File: src/rtl/ptp_rx_event_extract.sv
// Receive-side PTP event extractor: pairs each MAC frame with its timestamp and emits {msgType, sequenceId, ts}.
// Optional 802.1Q single-tag parsing is enabled by defining PTP_RX_VLAN_EN.
module ptp_rx_event_extract #(
    parameter int          PTP_TS_WIDTH  = 96,
    parameter logic [15:0] ETHERTYPE     = 16'h88F7,
    parameter logic [15:0] MSG_TYPE_MASK = 16'h000F
) (
    input  logic                    clk,
    input  logic                    rst_n,
    input  logic [7:0]              s_axis_tdata,
    input  logic                    s_axis_tvalid,
    output logic                    s_axis_tready,
    input  logic                    s_axis_tlast,
    input  logic                    s_axis_tuser,
    input  logic [PTP_TS_WIDTH-1:0] s_axis_ts_96,
    input  logic                    s_axis_ts_valid,
    output logic                    s_axis_ts_ready,
    output logic [PTP_TS_WIDTH-1:0] m_axis_evt_ts_96,
    output logic [3:0]              m_axis_evt_msg_type,
    output logic [15:0]             m_axis_evt_seq_id,
    output logic                    m_axis_evt_valid,
    input  logic                    m_axis_evt_ready,
    output logic                    stat_match,
    output logic                    stat_reject
);

    typedef enum logic {RUN, TS} state_t;

    state_t      state, state_nxt;
    logic [5:0]  cnt;
    logic        qualify;
    logic        byte_hs, last_hs, ts_hs, qual_now;

    logic [15:0] f_type0;
    logic [3:0]  f_msg0, f_ver0;
    logic [15:0] f_seq0;
`ifdef PTP_RX_VLAN_EN
    logic [15:0] f_type1;
    logic [3:0]  f_msg1, f_ver1;
    logic [15:0] f_seq1;
`endif

    logic [15:0] eth_sel;
    logic [3:0]  msg_sel, ver_sel;
    logic [15:0] seq_sel;
    logic        len_ok;

    assign byte_hs = s_axis_tvalid && s_axis_tready;
    assign last_hs = byte_hs && s_axis_tlast;
    assign ts_hs   = s_axis_ts_valid && s_axis_ts_ready;

    // Both tagged and untagged field slots are captured; the tag decides which set is used.
    always_comb begin
        eth_sel = f_type0;
        msg_sel = f_msg0;
        ver_sel = f_ver0;
        seq_sel = f_seq0;
        len_ok  = (cnt >= 6'd45);
`ifdef PTP_RX_VLAN_EN
        if (f_type0 == 16'h8100) begin
            eth_sel = f_type1;
            msg_sel = f_msg1;
            ver_sel = f_ver1;
            seq_sel = f_seq1;
            len_ok  = (cnt >= 6'd49);
        end
`endif
        qual_now = (eth_sel == ETHERTYPE) && (ver_sel == 4'd2) && MSG_TYPE_MASK[msg_sel]
                   && len_ok && !s_axis_tuser;
    end

    always_comb begin
        state_nxt       = state;
        s_axis_ts_ready = 1'b0;
        case (state)
            RUN: if (last_hs) state_nxt = TS;
            TS: begin
                s_axis_ts_ready = !qualify || !m_axis_evt_valid || m_axis_evt_ready;
                if (s_axis_ts_valid && s_axis_ts_ready) state_nxt = RUN;
            end
            default: state_nxt = RUN;
        endcase
    end

    always_ff @(posedge clk) begin
        if (!rst_n) begin
            state            <= RUN;
            cnt              <= 6'd0;
            qualify          <= 1'b0;
            s_axis_tready    <= 1'b0;
            m_axis_evt_valid <= 1'b0;
            stat_match       <= 1'b0;
            stat_reject      <= 1'b0;
        end else begin
            state         <= state_nxt;
            s_axis_tready <= (state_nxt == RUN);
            stat_match    <= ts_hs && qualify;
            stat_reject   <= ts_hs && !qualify;
            if (last_hs) begin
                cnt     <= 6'd0;
                qualify <= qual_now;
            end else if (byte_hs && cnt != 6'd63) begin
                cnt <= cnt + 6'd1;
            end
            // A load in the same cycle as a drain keeps the entry occupied.
            if (ts_hs && qualify)
                m_axis_evt_valid <= 1'b1;
            else if (m_axis_evt_ready)
                m_axis_evt_valid <= 1'b0;
        end
    end

    always_ff @(posedge clk) begin
        if (byte_hs) begin
            case (cnt)
                6'd12: f_type0[15:8] <= s_axis_tdata;
                6'd13: f_type0[7:0]  <= s_axis_tdata;
                6'd14: f_msg0        <= s_axis_tdata[3:0];
                6'd15: f_ver0        <= s_axis_tdata[3:0];
                6'd44: f_seq0[15:8]  <= s_axis_tdata;
                6'd45: f_seq0[7:0]   <= s_axis_tdata;
`ifdef PTP_RX_VLAN_EN
                6'd16: f_type1[15:8] <= s_axis_tdata;
                6'd17: f_type1[7:0]  <= s_axis_tdata;
                6'd18: f_msg1        <= s_axis_tdata[3:0];
                6'd19: f_ver1        <= s_axis_tdata[3:0];
                6'd48: f_seq1[15:8]  <= s_axis_tdata;
                6'd49: f_seq1[7:0]   <= s_axis_tdata;
`endif
                default: ;
            endcase
        end
    end

    always_ff @(posedge clk) begin
        if (ts_hs && qualify) begin
            m_axis_evt_ts_96    <= s_axis_ts_96;
            m_axis_evt_msg_type <= msg_sel;
            m_axis_evt_seq_id   <= seq_sel;
        end
    end

endmodule

File: config.mk
export PLATFORM = sky130hd
export DESIGN_NAME = ptp_rx_event_extract
export DESIGN_NICKNAME = d
export VERILOG_FILES = /design/src/rtl/ptp_rx_event_extract.sv
export SDC_FILE = /design/constraint.sdc
export NUM_CORES = 1
export LEC_CHECK = 0
export BUFFER_PORTS_ARGS = -buffer_cell sky130_fd_sc_hd__buf_2
export CAP_MARGIN = 10
export CORE_MARGIN = 8
export CORE_UTILIZATION = 42
export DETAILED_ROUTE_END_ITERATION = 6
export MAX_ROUTING_LAYER = met4
export PLACE_DENSITY_LB_ADDON = 0.15
export SLEW_MARGIN = 20
export SYNTH_ARGS = -nofsm -noshare
export SYNTH_HDL_FRONTEND = slang
export SYNTH_SLANG_ARGS = --single-unit
File: constraint.sdc
create_clock -name clk -period 4.2 [get_ports clk]
set_input_delay 0.84 -clock clk [delete_from_list [all_inputs] [get_ports clk]]
set_output_delay 0.84 -clock clk [all_outputs]
set_load 0.02 [all_outputs]
Word-level counts from Yosys, hierarchy flattened
Memories as Yosys holds them, arrays and structs flattened. A register that Yosys moved wholly into a read port is not among the register bits.
Cells that the tools add are included.
{ "totals": {"memories": 1, "rom_bits": 16, "latch_bits": 0, "out_inout_bits": 121, "ramBits": 0, "inputBits": 111, "reg_bits": 168} }
{ "mem_list": {"columns": ["name", "depth", "word_bits", "read_ports", "rd_ports_with_merged_regs", "write_ports", "line", "text"], "rows": [
  ["(no name shown)", 16, 1, 1, 1, 0, "68", "qual_now = (eth_sel == ETHERTYPE) && (ver_sel == 4'd2) && MSG_TYPE_MASK[msg_sel]"]
]} }
{ "classes": {"shifts": 0, "eq_ne": 9, "mux": 8, "addsub": 1, "reduce_logical": 24, "mul": 0, "magnitude_cmp": 2, "n_bitwise": 3, "div": 0} }
{ "ops": {"columns": ["op", "n"], "rows": [
  ["$eq A6 B4 Y1 const B", 4],
  ["$eq A16 B16 Y1 const B", 1],
  ["$eq A6 B6 Y1 const B", 2],
  ["$reduce_and A2 Y1", 6],
  ["$logic_and A1 B1 Y1", 11],
  ["$add A6 B1 Y6 const B", 1],
  ["$ge A6 B6 Y1 const B", 1],
  ["$mux W1", 6],
  ["$ne A6 B6 Y1 const B", 1],
  ["$lt A4 B5 Y1 const B", 1],
  ["$eq A4 B2 Y1 const B", 1],
  ["$mux W4", 1],
  ["$logic_not A1 Y1", 3],
  ["$not A1 Y1", 3],
  ["$logic_or A1 B1 Y1", 2],
  ["$pmux W1 S2", 1],
  ["$reduce_bool A2 Y1", 1],
  ["$reduce_or A2 Y1", 1]
]} }

Logic depth before layout (Yosys ltp)
{ "logic_depth": {"word_depth": 7, "depth_mapped": 6, "mapped_depth_nobuf": 6} }

Worst setup path before layout
OpenSTA, ideal clock, no wires.
{ "synth_path": {"path_type": "input port to flip-flop", "startpoint": "input m_axis_evt_ready", "endpoint": "register m_axis_evt_msg_type[0], enable pin", "stages": 3, "t_arrival_ns": 3.979, "required_ns": 3.710, "slack_ns": -0.269, "path_cell_list": "nand3b_1 > and2_1 > and3_1"} }
{ "synth_between": {"elab_chain_cells": 4} }
{ "synth_rtl": {"columns": ["element", "line", "text"], "rows": [
  ["start, declared", "22", "input logic m_axis_evt_ready,"],
  ["$logic_or A1 B1 Y1", "78", "s_axis_ts_ready = !qualify || !m_axis_evt_valid || m_axis_evt_ready;"],
  ["$mux W1", "75", "case (state)"],
  ["named net s_axis_ts_ready", "17", "output logic s_axis_ts_ready,"],
  ["$logic_and A1 B1 Y1", "50", "assign ts_hs = s_axis_ts_valid && s_axis_ts_ready;"],
  ["$logic_and A1 B1 Y1", "136", "if (ts_hs && qualify) begin"],
  ["end signal, assigned", "138", "m_axis_evt_msg_type <= msg_sel;"],
  ["end, declared", "19", "output logic [3:0] m_axis_evt_msg_type,"]
]} }
The timed path passes the listed nets, and every way through them passes these cells.
A chain may end at the register's enable or synchronous reset.

Worst setup path after layout
{ "layout_path": {"startpoint": "input m_axis_evt_ready", "endpoint": "output s_axis_ts_ready"} }
{ "layout_between": {"elab_chain_cells": 2} }
{ "layout_rtl": {"columns": ["element", "line"], "rows": [
  ["$logic_or A1 B1 Y1", "78"],
  ["$mux W1", "75"],
  ["end, declared", "17"]
]} }
Every way passes these cells.

==> results.py <==
metrics = {
    "die": {
        "io_pins": 232,
        "coreArea_mm2": 0.0127,
        "die-height_um": 130,
        "fp-row-count": 41,
        "design.die.area_mm2": 0.0169,
        "chipWidth_um": 130,
        "initial_core_util_pct": 43.0,
    },
    "route": {
        "wl_met2_mm": 6.20,
        "dr.max_layer_used": "met4",
        "vias": 3078,
        "met3_length_mm": 1.07,
        "drc": 0,
        "wl_per_cell_um": 18.0,
        "m1WireLength_mm": 4.69,
        "dr.pass1.iters": 4,
        "antenna_left": 0,
        "drtIter0Drc": 174,
        "routed_wl_mm": 12.1,
        "vias_per_cell": 4.57,
    },
    "timing": {
        "rsz0062_at_grt": "no",
        "period_share_pct": 54.2,
        "fin_skew_ps": 6.64,
        "worst_pin_slew_ps": 765,
        "fin_tns_setup_ps": 0,
        "fmax_mhz": 439,
        "min_period_ps": 2280,
        "hold_viol_final": 0,
        "finalSetupViolCount": 0,
        "slew_viol_final": 0,
        "max_slew_margin_pct": 49.0,
        "whs_ps": 416,
    },
    "clocking": {
        "clock_latency_ps": 410,
        "hold_buffers": 0,
        "h-tree-depth": 4,
        "root_buffer": "clkbuf_16",
        "ctsResizeCount": 0,
        "clock_path_buffers": 2,
        "cts_setup_buffers": 0,
        "cts_made_buffers": 17,
        "cts_tree": "done",
        "clkTransAtPathRegs_ps": 60,
        "cts_sinks": 169,
    },
    "setup_path": {
        "end_kind": "output port",
        "crit_fanout": 2,
        "required_ps": 3360,
        "cp-start-kind": "input port",
        "arrival_ps": 1440,
        "crit_type": "in -> out",
    },
    "pwr": {
        "vdd_drop_max_v": 0.000227,
        "powerDensity_mw_per_mm2": 446,
        "power_leakage_uw": 0.00286,
        "power.total_uw": 3280,
    },
    "synthesis": {
        "synth_area_per_cell_um2": 22.8,
        "syn_inst": 239,
        "ys_warn_count": 0,
        "synthesis.nets": 354,
        "synthDistinctLibCells": 33,
        "netlist_area_mm2": 0.00545,
        "ys_ff_latch": 169,
        "synth.yosys.seq_area_share_pct": 90.7,
    },
    "finish": {
        "synthToLayoutAreaGrowth_pct": 35.0,
        "layout_commonest_cell": "buf_2",
        "final_area_mm2": 0.00736,
        "nets": 604,
        "n_antenna_cell": 0,
        "layout-drive-gt1-share_pct": 53.5,
        "final_cell_mix": "buf_2, edfxtp_1, clkbuf_16, dfxtp_1, nor2_1",
    },
    "worst_hold_path": {
        "hold_path_class": "reg -> reg",
    },
    "placement": {
        "placed_area_mm2": 0.00684,
        "dp_hpwl_mm": 9.27,
        "place_congestion": 0.808,
        "portBuffers": 231,
    },
    "grt": {
        "grt_max_degree": 61,
        "grt_pass1_vias": 3219,
        "grt_pass1_wl_mm": 17.3,
        "gr-total-overflow": 0,
        "antenna_found_initial": 0,
        "track_usage_pct": 14.4,
    },
    "job": {
        "cap_violations": 0,
    },
    "run_status": {
        "status": "finished, final reports clean",
    },
}
## cell type report
cell class / count / area, um^2
well taps: 172 / 215
inverters: 6 / 22.5
clock inverters: 12 / 85.1
flip-flops and latches: 169 / 4940
multi-input cells: 63 / 483
repair buffers: 232 / 1180
clock buffers: 19 / 433
fillers: 991 / 5310
## flip-flops by register name (all words and copies together) (netlist names), 4 cells and up, named ones only
signal               count
f_ver0                   4
cnt                      6
f_seq0                  16
m_axis_evt_ts_96        96
f_msg0                   4
m_axis_evt_msg_type      4
eth_sel                 16
m_axis_evt_seq_id       16
## synthesized netlist by cell type (all sizes together)
cell,instances,area [um^2]
dfxtp,13,260
or4b,1,13.8
nand3,5,25.0
inv,6,22.5
a211oi,1,12.5
a21oi,5,28.8
and2,6,37.5
nand2,4,15.0
nand4bb,2,38.8
o2111ai,1,8.76
a41o,1,10.0
o31ai,1,7.51
nand2b,1,6.26
nor4,3,37.5
and4,1,11.3
o21ai,2,10.0
mux2i,1,10.0
buf,1,5.00
nand4,2,12.5
and3,3,18.8
xnor2,2,17.5
nand3b,1,7.51
o21a,1,7.51
nor2b,1,6.26
nand4b,1,23.8
nor3,2,10.0
nor2,9,33.8
a31o,2,17.5
edfxtp,156,4680
ha,4,50.1
## cells by family after synthesis
group	share of synthesized area, %
AOI/OAI and AO/OA	1.88
adders and majority gates	0.918
DFF	90.7
muxes	0.184
and+or+nand+nor	5.46
buffers and inverters	0.505
xor gates and xnor gates	0.321
## critical path, stage by stage
cell,delay [ps]
buf_2,100
nand3b_1,160
and2_1,180
buf_2,160
## stage by stage
| stage | worst slack [ps] | cells | util, % |
|---|---|---|---|
| after floorplan | 1060 | 239 | - |
| after global placement | 1570 | 642 | 54.0 |
| after detailed placement | 1540 | 642 | 54.0 |
| after CTS | 1920 | 673 | 58.1 |
| after global routing | 1830 | 673 | 58.1 |
| final | 1920 | 673 | 58.1 |
## worst paths after layout
check	startpoint	endpoint	slack [ps]	cells after the start
worst max register to register	qualify$_SDFFE_PN0P_	m_axis_evt_seq_id[11]$_DFFE_PP_	2130	4
worst max-delay path	m_axis_evt_ready	s_axis_ts_ready	1920	4
worst min-delay path	f_seq0[10]$_DFFE_PP_	m_axis_evt_seq_id[10]$_DFFE_PP_	420	0
worst min register to register	f_seq0[10]$_DFFE_PP_	m_axis_evt_seq_id[10]$_DFFE_PP_	420	0
## per-layer routing
metal  global-route usage (%)  up-vias
li1                         -     1442
met1                     15.2     1479
met2                     24.2      145
met3                     4.90       12
met4                     6.15        0
met5                        -        -
## report_power, final
group          switching, uW  internal, uW  leakage, uW  total (uW)
registers               2.74          1830      0.00151        1840
clock network            575           797     0.000252        1370
logic                   32.9          42.3      0.00110        75.3
total                    611          2670      0.00286        3280
Power figures use the tool's default switching activity.
